`src/rtl/spi_act_pkg.sv`:
```
// spi_act_pkg: shared FSM state encoding and synchroniser depth for the SPI activity monitor
package spi_act_pkg;
  typedef enum logic [1:0] {
    IDLE      = 2'b00,
    ARMING    = 2'b01,
    ACTIVE    = 2'b10,
    DISARMING = 2'b11
  } act_state_t;
  localparam int SYNC_DEPTH = 2;
endpackage

```
`src/rtl/spi_edge_sync.sv`:
```
// spi_edge_sync: synchronises one asynchronous SCLK and emits a registered one-cycle pulse per rising edge
module spi_edge_sync
  import spi_act_pkg::*;
(
  input  logic clk,
  input  logic rst,
  input  logic sclk,
  output logic pulse
);
  logic [SYNC_DEPTH-1:0] sync;
  logic prev;
  always_ff @(posedge clk or posedge rst) begin
    if (rst) begin
      sync  <= '0;
      prev  <= 1'b0;
      pulse <= 1'b0;
    end else begin
      sync  <= {sync[SYNC_DEPTH-2:0], sclk};
      prev  <= sync[SYNC_DEPTH-1];
      pulse <= sync[SYNC_DEPTH-1] & ~prev;
    end
  end
endmodule

```
`src/rtl/spi_activity_monitor.sv`:
```
// spi_activity_monitor: per-channel windowed SCLK edge counting with hysteretic DETECT flags
// Optional sticky change interrupt (IRQ/IRQ_CLR) when SPI_ACT_IRQ_EN is defined.
module spi_activity_monitor
  import spi_act_pkg::*;
#(
  parameter int NCH       = 1,
  parameter int WINDOW    = 8'hff,
  parameter int CNT_W     = 8,
  parameter int MIN_EDGES = 1,
  parameter int ON_WIN    = 2,
  parameter int OFF_WIN   = 2
) (
  input  logic               CLK,
  input  logic               RST,
  input  logic [NCH-1:0]     SCLK,
  output logic [NCH-1:0]     DETECT,
  output logic [NCH*CNT_W-1:0] EDGE_CNT,
`ifdef SPI_ACT_IRQ_EN
  output logic               WIN_STB,
  output logic               IRQ,
  input  logic               IRQ_CLR
`else
  output logic               WIN_STB
`endif
);
  localparam int TW   = WINDOW > 0 ? $clog2(WINDOW + 1) : 1;
  localparam int RMAX = ON_WIN > OFF_WIN ? ON_WIN : OFF_WIN;
  localparam int RW   = $clog2(RMAX + 1);
  logic [TW-1:0]  timer;
  logic           close;
  logic [NCH-1:0] pulse;
  assign close = timer == TW'(WINDOW);
  always_ff @(posedge CLK or posedge RST) begin
    if (RST) begin
      timer   <= '0;
      WIN_STB <= 1'b0;
    end else begin
      timer   <= close ? '0 : timer + TW'(1);
      WIN_STB <= close;
    end
  end
  for (genvar i = 0; i < NCH; i++) begin : g_ch
    logic [CNT_W-1:0] cnt, total, last_cnt;
    logic             act;
    act_state_t       state, next;
    logic [RW-1:0]    run, run_next;
    spi_edge_sync u_sync (.clk(CLK), .rst(RST), .sclk(SCLK[i]), .pulse(pulse[i]));
    // a pulse landing in the closing cycle still belongs to the closing window
    assign total = (pulse[i] && cnt != '1) ? cnt + CNT_W'(1) : cnt;
    assign act   = 32'(total) >= MIN_EDGES;
    always_ff @(posedge CLK or posedge RST) begin
      if (RST) begin
        cnt      <= '0;
        last_cnt <= '0;
        state    <= IDLE;
        run      <= '0;
      end else begin
        cnt <= close ? '0 : total;
        if (close) begin
          last_cnt <= total;
          state    <= next;
          run      <= run_next;
        end
      end
    end
    always_comb begin
      next     = state;
      run_next = run;
      case (state)
        IDLE: if (act) begin
          next     = ON_WIN == 1 ? ACTIVE : ARMING;
          run_next = ON_WIN == 1 ? '0 : RW'(1);
        end
        ARMING: if (!act) begin
          next     = IDLE;
          run_next = '0;
        end else if (32'(run) + 1 >= ON_WIN) begin
          next     = ACTIVE;
          run_next = '0;
        end else run_next = run + RW'(1);
        ACTIVE: if (!act) begin
          next     = OFF_WIN == 1 ? IDLE : DISARMING;
          run_next = OFF_WIN == 1 ? '0 : RW'(1);
        end
        DISARMING: if (act) begin
          next     = ACTIVE;
          run_next = '0;
        end else if (32'(run) + 1 >= OFF_WIN) begin
          next     = IDLE;
          run_next = '0;
        end else run_next = run + RW'(1);
        default: next = IDLE;
      endcase
    end
    // state[1] is set exactly in ACTIVE and DISARMING, so DETECT comes straight off a flop
    assign DETECT[i] = state[1];
    assign EDGE_CNT[i*CNT_W +: CNT_W] = last_cnt;
  end
`ifdef SPI_ACT_IRQ_EN
  logic [NCH-1:0] det_prev;
  always_ff @(posedge CLK or posedge RST) begin
    if (RST) begin
      det_prev <= '0;
      IRQ      <= 1'b0;
    end else begin
      det_prev <= DETECT;
      IRQ      <= (DETECT != det_prev) | (IRQ & ~IRQ_CLR);
    end
  end
`endif
endmodule

```
`config.mk`:
```
export PLATFORM = sky130hd
export DESIGN_NAME = spi_activity_monitor
export DESIGN_NICKNAME = d
export VERILOG_FILES = /design/src/rtl/spi_act_pkg.sv /design/src/rtl/spi_edge_sync.sv /design/src/rtl/spi_activity_monitor.sv
export SDC_FILE = /design/constraint.sdc
export NUM_CORES = 1
export LEC_CHECK = 0
export CAP_MARGIN = 20
export CORE_AREA = 2 2 54 56
export DETAILED_ROUTE_END_ITERATION = 8
export DIE_AREA = 0 0 56 58
export PLACE_DENSITY = 0.83
export SYNTH_ARGS = -nofsm -noshare
export SYNTH_HDL_FRONTEND = slang
export SYNTH_SLANG_ARGS = --single-unit
export TNS_END_PERCENT = 50
```
`constraint.sdc`:
```
create_clock -name CLK -period 6.6 [get_ports CLK]
set_clock_uncertainty 0.2 [all_clocks]
set_input_delay 0.66 -clock CLK [delete_from_list [all_inputs] [get_ports CLK]]
set_output_delay 0.66 -clock CLK [all_outputs]
set_load 0.02 [all_outputs]
```
==> results.py <==
metrics = {
    "final_layout": {
        "diodes": 0,
        "fraction_of_layout_instances_using_a_drive_strength_above_1_pct": 11.18,
        "syn_to_final_growth_pct": 12.31,
        "layoutNonFillerInstCount": 192,
        "design.final.nets": 166,
    },
    "detailed_routing": {
        "mean_number_of_vias_per_cell": 5.547,
        "overall_via_count_from_detail_route": 1065,
        "routed_wl_um": 2699,
        "drt-met1-wl_um": 1226,
        "routed-wl-met2_um": 1353,
        "top_layer_used": "met4",
        "drc": 0,
        "detailroute.wirelength.met3_um": 60,
        "first_pass_iters": 4,
        "detailedRoute.firstIterationViolations": 18,
        "routedWlPerCell_um": 14.06,
        "remaining_number_of_nets_flagged_by_the_antenna_check_after_routing": 0,
    },
    "synthesis": {
        "postSynthAreaPerCell_sq_um": 10.59,
        "synth.cells.most_frequent": "sky130_fd_sc_hd__dfrtp_1 (33), sky130_fd_sc_hd__nor2_1 (17), sky130_fd_sc_hd__nand2_1 (15), sky130_fd_sc_hd__o21ai_0 (15), sky130_fd_sc_hd__nand3_1 (9)",
        "ys_top_cells_by_area": "sky130_fd_sc_hd__dfrtp_1 (54%), sky130_fd_sc_hd__o21ai_0 (4.9%), sky130_fd_sc_hd__nor2_1 (4.2%)",
        "synth_largest_type_area_fraction_pct": 53.79,
        "fraction_of_registers_with_async_set_or_reset_after_synthesis_pct": 100.0,
        "postSynthRegisterBits": 33,
        "synthesized_net_count": 151,
        "dominant_synthesized_flop_cell": "sky130_fd_sc_hd__dfrtp_1",
        "post-synth-top-area-cell": "sky130_fd_sc_hd__dfrtp_1",
        "synth.distinct_cells": 38,
        "netlist_area_sq_um": 1535,
        "synth-edff-count": 0,
        "number_of_cells_produced_by_synthesis": 145,
        "ys.warnings.count": 0,
        "most_repeated_cell_in_the_gate_level_netlist_after_synthesis": "sky130_fd_sc_hd__dfrtp_1",
        "synth_seq_area_share_pct": 53.79,
    },
    "placement": {
        "place_hpwl_um": 2015,
        "place.port_buffers": 12,
        "place_congestion": 0.8550,
        "placedCellCount": 184,
    },
    "clock_tree": {
        "cts_repair_resize_count": 0,
        "clockBufferDepth": 2,
        "cts.htree.levels": 2,
        "ctsHoldBuffers": 0,
        "cts_root_buf": "sky130_fd_sc_hd__clkbuf_4",
        "tritoncts": "yes",
        "clock_sink_count": 33,
        "cts_clock_pin_slew_for_the_worst_setup_and_hold_paths_ns": 0.09,
        "cts-buffers-inserted": 5,
        "cts_setup_buffers": 0,
        "insertion_delay_ns": 0.33,
    },
    "floorplan": {
        "pin_count": 13,
        "rows": 19,
        "die_y_um": 58,
        "design.core.area_sq_um": 2663,
        "initial_utilization_pct": 57.66,
        "chipWidth_um": 56,
        "die_area_sq_um": 3248,
    },
    "sta": {
        "final_min_period_over_clock_period_pct": 38.30,
        "setup_repair_after_global_routing_missed_its_margin": "false",
        "highest_clock_rate_mhz": 395.6,
        "finalSetupViolCount": 0,
        "report.final.hold_viol_count": 0,
        "setup_total_negative_slack_ns": 0,
        "slew_viol_final": 0,
        "normalized_max_slew_margin_pct": 60.58,
        "final_period_minus_worst_setup_slack_ns": 2.528,
        "tightestPinTransition_ns": 0.5851,
    },
    "global_routing": {
        "grt_max_degree": 34,
        "grt_overflow_total": 0,
        "grt_antenna_before_repair": 0,
        "grt_pass1_wl_um": 5037,
        "via_count_of_the_first_global_routing_pass": 1144,
        "overall_routing_resource_usage_pct": 20.26,
    },
    "worst_setup_path": {
        "worst_ep_arrival_time_ns": 2.54,
        "critPathCaptureType": "flip-flop",
        "path_max_fanout": 19,
        "required_arrival_time_at_the_worst_endpoint_ns": 6.61,
        "worst-setup-path-type": "reg -> reg",
        "startpoint_type": "flip-flop",
    },
    "power_and_ir_drop": {
        "static-leakage-power_nw": 0.7512,
        "power-per-cell-area_nw_per_um2": 268.5,
        "max-vdd-ir-drop_uv": 195.2,
    },
    "min_path": {
        "hp-class": "reg -> reg",
    },
    "job": {
        "drv.max_cap_violation_count": 0,
    },
    "status": {
        "status": "finished, final reports clean",
    },
}
-- where the power goes --
part | total [W] | switching (W) | internal, W
Clock | 0.000105 | 0.0000645 | 0.0000405
Combinational | 0.000107 | 0.0000544 | 0.0000528
Sequential | 0.000251 | 0.0000311 | 0.000220
Total | 0.000463 | 0.000150 | 0.000313
-- area by class of cell --
class,instances,area (sq um)
fillers,205,938.4
flip-flops and latches,33,825.8
multi-input cells,101,658.1
repair buffers,13,127.6
clock buffers,6,41.29
well taps,31,38.79
inverters,6,22.52
clock inverters,2,10.01
-- cells in the final DEF, fill, tap and decap left out, types with 2 or more instances in the layout --
| cell type | synthesis | routed |
|---|---|---|
| sky130_fd_sc_hd__or4_4 | 2 | 2 |
| sky130_fd_sc_hd__ha_1 | 3 | 3 |
| sky130_fd_sc_hd__clkdlybuf4s50_1 | 0 | 12 |
| sky130_fd_sc_hd__dfrtp_1 | 33 | 33 |
| sky130_fd_sc_hd__clkbuf_4 | 0 | 5 |
| sky130_fd_sc_hd__clkinv_2 | 0 | 2 |
| sky130_fd_sc_hd__and3_1 | 3 | 3 |
| sky130_fd_sc_hd__xnor2_1 | 7 | 7 |
| sky130_fd_sc_hd__nor2_1 | 17 | 17 |
| sky130_fd_sc_hd__and2_1 | 2 | 2 |
| sky130_fd_sc_hd__inv_1 | 5 | 5 |
| sky130_fd_sc_hd__nand4_1 | 3 | 3 |
| sky130_fd_sc_hd__nor2b_1 | 2 | 2 |
| sky130_fd_sc_hd__nand2_1 | 15 | 15 |
| sky130_fd_sc_hd__xor2_1 | 4 | 4 |
| sky130_fd_sc_hd__o21ai_0 | 15 | 15 |
| sky130_fd_sc_hd__nand3_1 | 9 | 9 |
-- logic make-up (layout without fill, tap and decap cells) --
logic type | count (synthesis) | in the layout | share of synthesized area, %
buf+inv | 11 | 27 | 3.341
fa+ha+maj | 3 | 3 | 2.445
mux | 2 | 2 | 1.385
flops | 33 | 33 | 53.79
xor+xnor | 11 | 11 | 6.275
simple gates | 61 | 61 | 20.62
compound gates | 24 | 24 | 12.14
-- stage by stage --
step                      hold WS [ns]  total power, W  cell area [sq um]  util (%)  setup slack, ns
after floorplan                 0.1312       0.0003464               1535         -            4.302
after global placement          0.1329       0.0003543               1673     62.83            4.155
after detailed placement        0.1402       0.0003611               1673     62.83            4.060
after CTS                       0.1633       0.0004668               1724     64.76            4.038
after global routing            0.1682       0.0004954               1724     64.76            3.710
final                           0.1573       0.0004630               1724     64.76            4.072
-- critical path, stage by stage (launching register included) --
cell and delay [ns]:
sky130_fd_sc_hd__dfrtp_1 0.42, sky130_fd_sc_hd__ha_1 0.25, sky130_fd_sc_hd__nand2_1 0.07, sky130_fd_sc_hd__nor2_1 0.06, sky130_fd_sc_hd__nand3_1 0.43, sky130_fd_sc_hd__clkinv_1 0.60
sky130_fd_sc_hd__nand4_1 0.28, sky130_fd_sc_hd__o221ai_2 0.10
-- flip-flops by register name (all words and copies together) (netlist names), named ones only --
register / flops
EDGE_CNT: 8
WIN_STB: 1
g_ch.cnt: 8
g_ch.run: 2
g_ch.state: 1
g_ch.u_sync.prev: 1
g_ch.u_sync.pulse: 1
g_ch.u_sync.sync: 2
timer: 8
-- metal layers --
layer,up-vias,track usage (%)
met5,-,0
met4,0,8.844
met3,7,5.580
met2,9,34.79
met1,514,24.07
li1,535,-
-- path summary, 6_finish.rpt --
check | start | end | depth (start not counted) | slack (ns)
setup reg to reg | timer[0] | g_ch[0].run[1] | 7 | 4.07
min in group asynchronous | RST | EDGE_CNT[0] | 3 | 0.50
max in group asynchronous | RST | asynchronous set/reset pin | 3 | 5.40
hold / removal | g_ch[0].u_sync.sync[0] | g_ch[0].u_sync.sync[1] | 0 | 0.16
setup / recovery | timer[0] | g_ch[0].run[1] | 7 | 4.07
hold reg to reg | g_ch[0].u_sync.sync[0] | g_ch[0].u_sync.sync[1] | 0 | 0.16
Note: power is estimated with default switching activity, not from simulation.
